$ cat config.mk
export PLATFORM = sky130hd
export DESIGN_NAME = des_key_schedule
export DESIGN_NICKNAME = d
export VERILOG_FILES = /design/src/rtl/des_key_schedule.sv
export SDC_FILE = /design/constraint.sdc
export NUM_CORES = 1
export LEC_CHECK = 0
export ABC_AREA = 1
export CAP_MARGIN = 20
export CORE_MARGIN = 4
export CORE_UTILIZATION = 45
export CTS_CLUSTER_SIZE = 28
export DETAILED_ROUTE_END_ITERATION = 10
export PLACE_DENSITY = 0.88
export SLEW_MARGIN = 20
export SYNTH_ARGS = -nofsm -noshare
export SYNTH_HDL_FRONTEND = slang
export SYNTH_SLANG_ARGS = --single-unit
$ cat constraint.sdc
create_clock -name clk -period 2.2 [get_ports clk]
set_input_delay 0.44 -clock clk [delete_from_list [all_inputs] [get_ports clk]]
set_output_delay 0.44 -clock clk [all_outputs]
set_load 0.01 [all_outputs]
$ cat src/rtl/des_key_schedule.sv
// DES round-subkey generator, sequenced by the DES control FSM.
// A load pulse latches the key and the direction, then PC-1 splits it into the
// 28-bit C/D halves. Each accepted next rotates C/D and compresses them through
// PC-2 into one 48-bit subkey, in K1..K16 order or, for decrypt, K16..K1.
// Ports:
//   clk          rising-edge clock
//   reset        synchronous, active-low reset
//   key_in       64-bit DES key, key_in[63] is DES bit 1; parity bits ignored
//   load         pulse: latch key_in/decrypt and restart the schedule
//   decrypt      0 = K1..K16, 1 = K16..K1; sampled only with load
//   next         request the next subkey; honoured only while idle in WAIT
//   subkey       current subkey, subkey[47] is PC-2 output bit 1
//   subkey_valid high from subkey update until the next accepted next/load
//   round_idx    subkeys produced since load (0..16)
//   busy         high while in PC1, ROT or PC2
//   done         high in WAIT once all 16 subkeys have been produced
module des_key_schedule (
    input  logic        clk,
    input  logic        reset,
    input  logic [63:0] key_in,
    input  logic        load,
    input  logic        decrypt,
    input  logic        next,
    output logic [47:0] subkey,
    output logic        subkey_valid,
    output logic [4:0]  round_idx,
    output logic        busy,
    output logic        done
);

    localparam int unsigned ROUNDS = 16;

    localparam logic [2:0] S_IDLE = 3'd0;
    localparam logic [2:0] S_PC1  = 3'd1;
    localparam logic [2:0] S_WAIT = 3'd2;
    localparam logic [2:0] S_ROT  = 3'd3;
    localparam logic [2:0] S_PC2  = 3'd4;

    // Tables hold 1-based DES bit numbers, bit 1 being the MSB.
    localparam int unsigned PC1_TAB [56] = '{
        57, 49, 41, 33, 25, 17,  9,
         1, 58, 50, 42, 34, 26, 18,
        10,  2, 59, 51, 43, 35, 27,
        19, 11,  3, 60, 52, 44, 36,
        63, 55, 47, 39, 31, 23, 15,
         7, 62, 54, 46, 38, 30, 22,
        14,  6, 61, 53, 45, 37, 29,
        21, 13,  5, 28, 20, 12,  4
    };

    localparam int unsigned PC2_TAB [48] = '{
        14, 17, 11, 24,  1,  5,
         3, 28, 15,  6, 21, 10,
        23, 19, 12,  4, 26,  8,
        16,  7, 27, 20, 13,  2,
        41, 52, 31, 37, 47, 55,
        30, 40, 51, 45, 33, 48,
        44, 49, 39, 56, 34, 53,
        46, 42, 50, 36, 29, 32
    };

    function automatic logic [55:0] pc1(input logic [63:0] k);
        logic [55:0] r;
        r = '0;
        for (int j = 0; j < 56; j++) begin
            r[6'(55 - j)] = k[6'(64 - PC1_TAB[6'(j)])];
        end
        return r;
    endfunction

    function automatic logic [47:0] pc2(input logic [55:0] cd);
        logic [47:0] r;
        r = '0;
        for (int j = 0; j < 48; j++) begin
            r[6'(47 - j)] = cd[6'(56 - PC2_TAB[6'(j)])];
        end
        return r;
    endfunction

    logic [2:0]  state;
    logic [2:0]  state_nx;
    logic [63:0] key_reg;
    logic        mode;
    logic [27:0] c_reg;
    logic [27:0] d_reg;

    logic        accept_next_c;
    logic [4:0]  n_c;
    logic [4:0]  table_r_c;
    logic        shift_one_c;
    logic        no_rot_c;
    logic [27:0] c_rot_c;
    logic [27:0] d_rot_c;
    logic [55:0] pc1_c;

    // Next-state logic; load restarts the schedule from any state.
    always_comb begin
        state_nx      = state;
        accept_next_c = 1'b0;
        case (state)
            S_IDLE: state_nx = state;
            S_PC1:  state_nx = S_WAIT;
            S_WAIT: begin
                if (next && (round_idx != 5'(ROUNDS))) begin
                    accept_next_c = !load;
                    state_nx      = S_ROT;
                end
            end
            S_ROT:  state_nx = S_PC2;
            S_PC2:  state_nx = S_WAIT;
            default: state_nx = S_IDLE;
        endcase
        if (load) begin
            state_nx = S_PC1;
        end
    end

    // Rotation for round n; decrypt walks the shift table backwards, starting
    // from the post-PC-1 value (cumulative 28) which already equals K16's C/D.
    always_comb begin
        n_c         = round_idx + 5'd1;
        table_r_c   = mode ? 5'(5'd18 - n_c) : n_c;
        shift_one_c = (table_r_c == 5'd1) || (table_r_c == 5'd2) ||
                      (table_r_c == 5'd9) || (table_r_c == 5'd16);
        no_rot_c    = mode && (n_c == 5'd1);
        pc1_c       = pc1(key_reg);
        c_rot_c     = c_reg;
        d_rot_c     = d_reg;
        if (!no_rot_c) begin
            if (!mode) begin
                c_rot_c = shift_one_c ? {c_reg[26:0], c_reg[27]}    : {c_reg[25:0], c_reg[27:26]};
                d_rot_c = shift_one_c ? {d_reg[26:0], d_reg[27]}    : {d_reg[25:0], d_reg[27:26]};
            end else begin
                c_rot_c = shift_one_c ? {c_reg[0], c_reg[27:1]}     : {c_reg[1:0], c_reg[27:2]};
                d_rot_c = shift_one_c ? {d_reg[0], d_reg[27:1]}     : {d_reg[1:0], d_reg[27:2]};
            end
        end
    end

    // State register.
    always_ff @(posedge clk) begin
        if (!reset) begin
            state <= S_IDLE;
        end else begin
            state <= state_nx;
        end
    end

    // Datapath and registered status outputs.
    always_ff @(posedge clk) begin
        if (!reset) begin
            key_reg      <= '0;
            mode         <= 1'b0;
            c_reg        <= '0;
            d_reg        <= '0;
            subkey       <= '0;
            subkey_valid <= 1'b0;
            round_idx    <= '0;
            busy         <= 1'b0;
            done         <= 1'b0;
        end else begin
            busy <= (state_nx == S_PC1) || (state_nx == S_ROT) || (state_nx == S_PC2);
            done <= (state_nx == S_WAIT) && (round_idx == 5'(ROUNDS));
            if (load) begin
                key_reg      <= key_in;
                mode         <= decrypt;
                round_idx    <= '0;
                subkey_valid <= 1'b0;
            end else begin
                case (state)
                    S_PC1: begin
                        c_reg     <= pc1_c[55:28];
                        d_reg     <= pc1_c[27:0];
                        round_idx <= '0;
                    end
                    S_WAIT: begin
                        if (accept_next_c) begin
                            subkey_valid <= 1'b0;
                        end
                    end
                    S_ROT: begin
                        c_reg     <= c_rot_c;
                        d_reg     <= d_rot_c;
                        round_idx <= n_c;
                    end
                    S_PC2: begin
                        subkey       <= pc2({c_reg, d_reg});
                        subkey_valid <= 1'b1;
                    end
                    default: begin
                    end
                endcase
            end
        end
    end

endmodule

==> run_results.csv <==
group,metric,value,unit
synth,synth.avg_cell_area,6.674,sq um
cells_and_area,final_nets,861,
die,coreArea,10940,sq um
place,io_buffer_count,36,
sta,rsz0062_at_grt,"true",
flow_run,drv_cap,0,
global_routing,grt_pass1_wl,22.11,mm
routing,routed_wl,16.30,mm
sta,finalCriticalPeriod,2.254,ns
clock_tree,cts_tree,"yes",
power,pwr_density_cell,569.8,nW/um^2
setup_path,crit_required,2.43,ns
place,dpl.hpwl,7.965,mm
sta,setup_slack,-0.05411,ns
routing,drtAntennaViolNets,0,
power,p_clk_share,40.8,%
outcome,outcome,"finished, violations left",
global_routing,grt_usage,20.05,%
synth,ys_seq_elements,92,
routing,drc_errors,0,
global_routing,grt_overflow,0,
clock_tree,numCtsBuffers,9,
sta,tightest_slew,0.6645,ns
synth,ys_seq_area_share,36.27,%
power,power.share.sequential,46.1,%
setup_path,reg2reg_setup_slack,-0.05,ns
clock_tree,h-tree-depth,3,
sta,hold_viol,0,
min_path,min_path_type,"reg2reg",
setup_path,end_kind,"register",
global_routing,grt_antenna_before_repair,0,
routing,drtIter0Drc,881,
clock_tree,clkTransAtPathRegs,0.07,ns
sta,slew_viol_final,0,
power,p_comb_share,13.0,%
sta,relSlewSlack,55.70,%
setup_path,critPathLaunchType,"register",
power,p_switching,0.001027,W
power,p_int,0.002678,W
global_routing,grt_max_degree,58,
die,start_util,46.44,%
synth,yosys_warnings,0,
sta,fin_crit_sh,102.5,%
sta,whs,0.4604,ns
setup_path,crit_arrival,2.48,ns
synth,synth.cell_area,5079,sq um
cells_and_area,utilization,59.46,%
routing,first_pass_iters,7,
synth,synth_cells,761,
outcome,violations,"negative setup slack",
clock_tree,hold_buffers,0,
power,peakVddDrop,0.0003800,V
routing,routedWlPerCell,17.45,um
die,die_y,114.2,um
setup_path,worstPathMaxFanout,14,
routing,viasPerCell,6.165,
sta,max_freq,0.4436,GHz
cells_and_area,syn2layout_area_growth,28.04,%
cells_and_area,stdcell_area,6502,sq um
global_routing,grt_pass1_vias,4797,
die,die_w,114.2,um
synth,synth_cell_types,25,
cells_and_area,diodes,0,
setup_path,crit_type,"reg2reg",
place,place_congestion,0.8551,
clock_tree,clock_sinks,92,
power,switching_share,27.73,%
clock_tree,root_buffer,"clkbuf_16",
die,num_rows,38,
sta,fin_skew,0.01012,ns
routing,vias,5758,
sta,setup_viol,24,
cells_and_area,drive_gt1_share,20.15,%
die,dieArea,13050,sq um
clock_tree,clkLatencyLatePin,0.35,ns
power,p_leak,2.396,nW
die,num_io_pins,125,
place,placed_area,5441,sq um
clock_tree,cts_buffer_depth,2,
## worst max-delay path, stage by stage (launching register included)
cell       delay [ns]
dfxtp_4          0.39
inv_4            0.05
ha_4             0.27
nand2_2          0.07
nand2_2          0.09
nand2_2          0.05
nand2_2          0.09
nand2_2          0.07
nor2_4           0.12
nand3_4          0.10
buf_8            0.17
clkbuf_16        0.18
nand3_1          0.16
nand3_2          0.12
nand3_2          0.13
a21oi_2          0.07
## power by group through the flow
stage	Clock (W)	Sequential, W	Combinational (W)
floorplan	0	0.00174	0.000309
global placement	0	0.00175	0.000341
detailed placement	0	0.00175	0.000344
CTS	0.00151	0.00171	0.000361
global route	0.00160	0.00171	0.000511
finish	0.00151	0.00171	0.000483
## cell usage after synthesis
| cell type | count | area (sq um) |
|---|---|---|
| nand3_2 | 1 | 10.01 |
| nand2_2 | 4 | 25.02 |
| nand4_1 | 4 | 25.02 |
| buf_4 | 39 | 292.8 |
| buf_6 | 5 | 56.30 |
| clkinv_1 | 2 | 7.510 |
| nand2_4 | 1 | 11.26 |
| nor3_1 | 1 | 5.000 |
| xnor2_1 | 1 | 8.760 |
| ha_1 | 3 | 37.54 |
| a221oi_1 | 1 | 8.760 |
| o21ai_0 | 19 | 95.09 |
| buf_2 | 14 | 70.07 |
| nor4_1 | 2 | 12.51 |
| dfxtp_1 | 92 | 1842 |
| nand3_1 | 248 | 1241 |
| inv_2 | 2 | 7.510 |
| nand2_1 | 152 | 570.6 |
| conb_1 | 1 | 3.750 |
| clkbuf_1 | 26 | 97.59 |
| a32o_1 | 1 | 10.01 |
| buf_1 | 7 | 26.28 |
| a21oi_1 | 86 | 430.4 |
| inv_1 | 21 | 78.83 |
| nor2_1 | 28 | 105.1 |
## logic make-up after synthesis
family,after synthesis,share of synthesized area (%)
simple gates,441,39.49
buf+inv,116,12.54
compound gates,107,10.72
flops,92,36.27
fa+ha+maj,3,0.7392
xor+xnor,1,0.1725
other cells,1,0.07384
## per-stage QoR
stage	total power (W)	TNS, ns	instances	worst slack, ns
finish	0.003705	-0.4578	934	-0.05411
global route	0.003822	-6.362	934	-0.1719
CTS	0.003582	0	919	0.01080
detailed placement	0.002090	-0.09860	902	-0.03338
global placement	0.002087	0	902	0.01626
floorplan	0.002049	0	792	0.03863
## worst paths after layout
check,from,end,cells past startpoint
max,round_idx[0],d_reg[26],15
min,subkey[21],subkey[21],2
max reg2reg,round_idx[0],d_reg[26],15
min reg2reg,subkey[21],subkey[21],2
## what timing repair did
| action | in CTS | in global routing |
|---|---|---|
| endpoints found under the setup margin | 56 | 56 |
| resized for setup | 4 | 110 |
| pin swaps | 1 | 31 |
| gates cloned | 1 | 12 |
| buffers inserted | 0 | 3 |
## cell type report
class	instances	area [sq um]
clock buffers	10	239.0
clock inverters	6	53.80
multi-input cells	585	3151
flip-flops and latches	92	1852
repair buffers	76	935.9
fillers	869	4433
well taps	140	175.2
inverters	25	96.34
## layout by cell type (no fill, tap or decap), types with 3 or more instances in the layout
master           synthesis  layout
a21oi_1                 86      67
a21oi_2                  0      19
buf_12                   0       6
buf_4                   39      19
buf_6                    5       4
clkbuf_16                0      18
clkdlybuf4s50_1          0      36
conb_1                   1      32
dfxtp_1                 92      88
inv_1                   21      18
inv_2                    2       4
nand2_1                152     127
nand2_2                  4      25
nand2_4                  1       3
nand2_8                  0       3
nand3_1                248     210
nand3_2                  1      38
nand4_1                  4       4
nor2_1                  28      24
o21ai_0                 19      19
## layer usage
layer  track usage [%]  vias to the layer above  part of all wire [%]
met3             3.436                      108                    12
met4             7.680                        0                   4.6
li1                  -                     2599                     -
met2             32.12                      434                    47
met5                 0                        -                     0
met1             27.01                     2617                    36
Note: power is estimated with default switching activity, not from simulation.
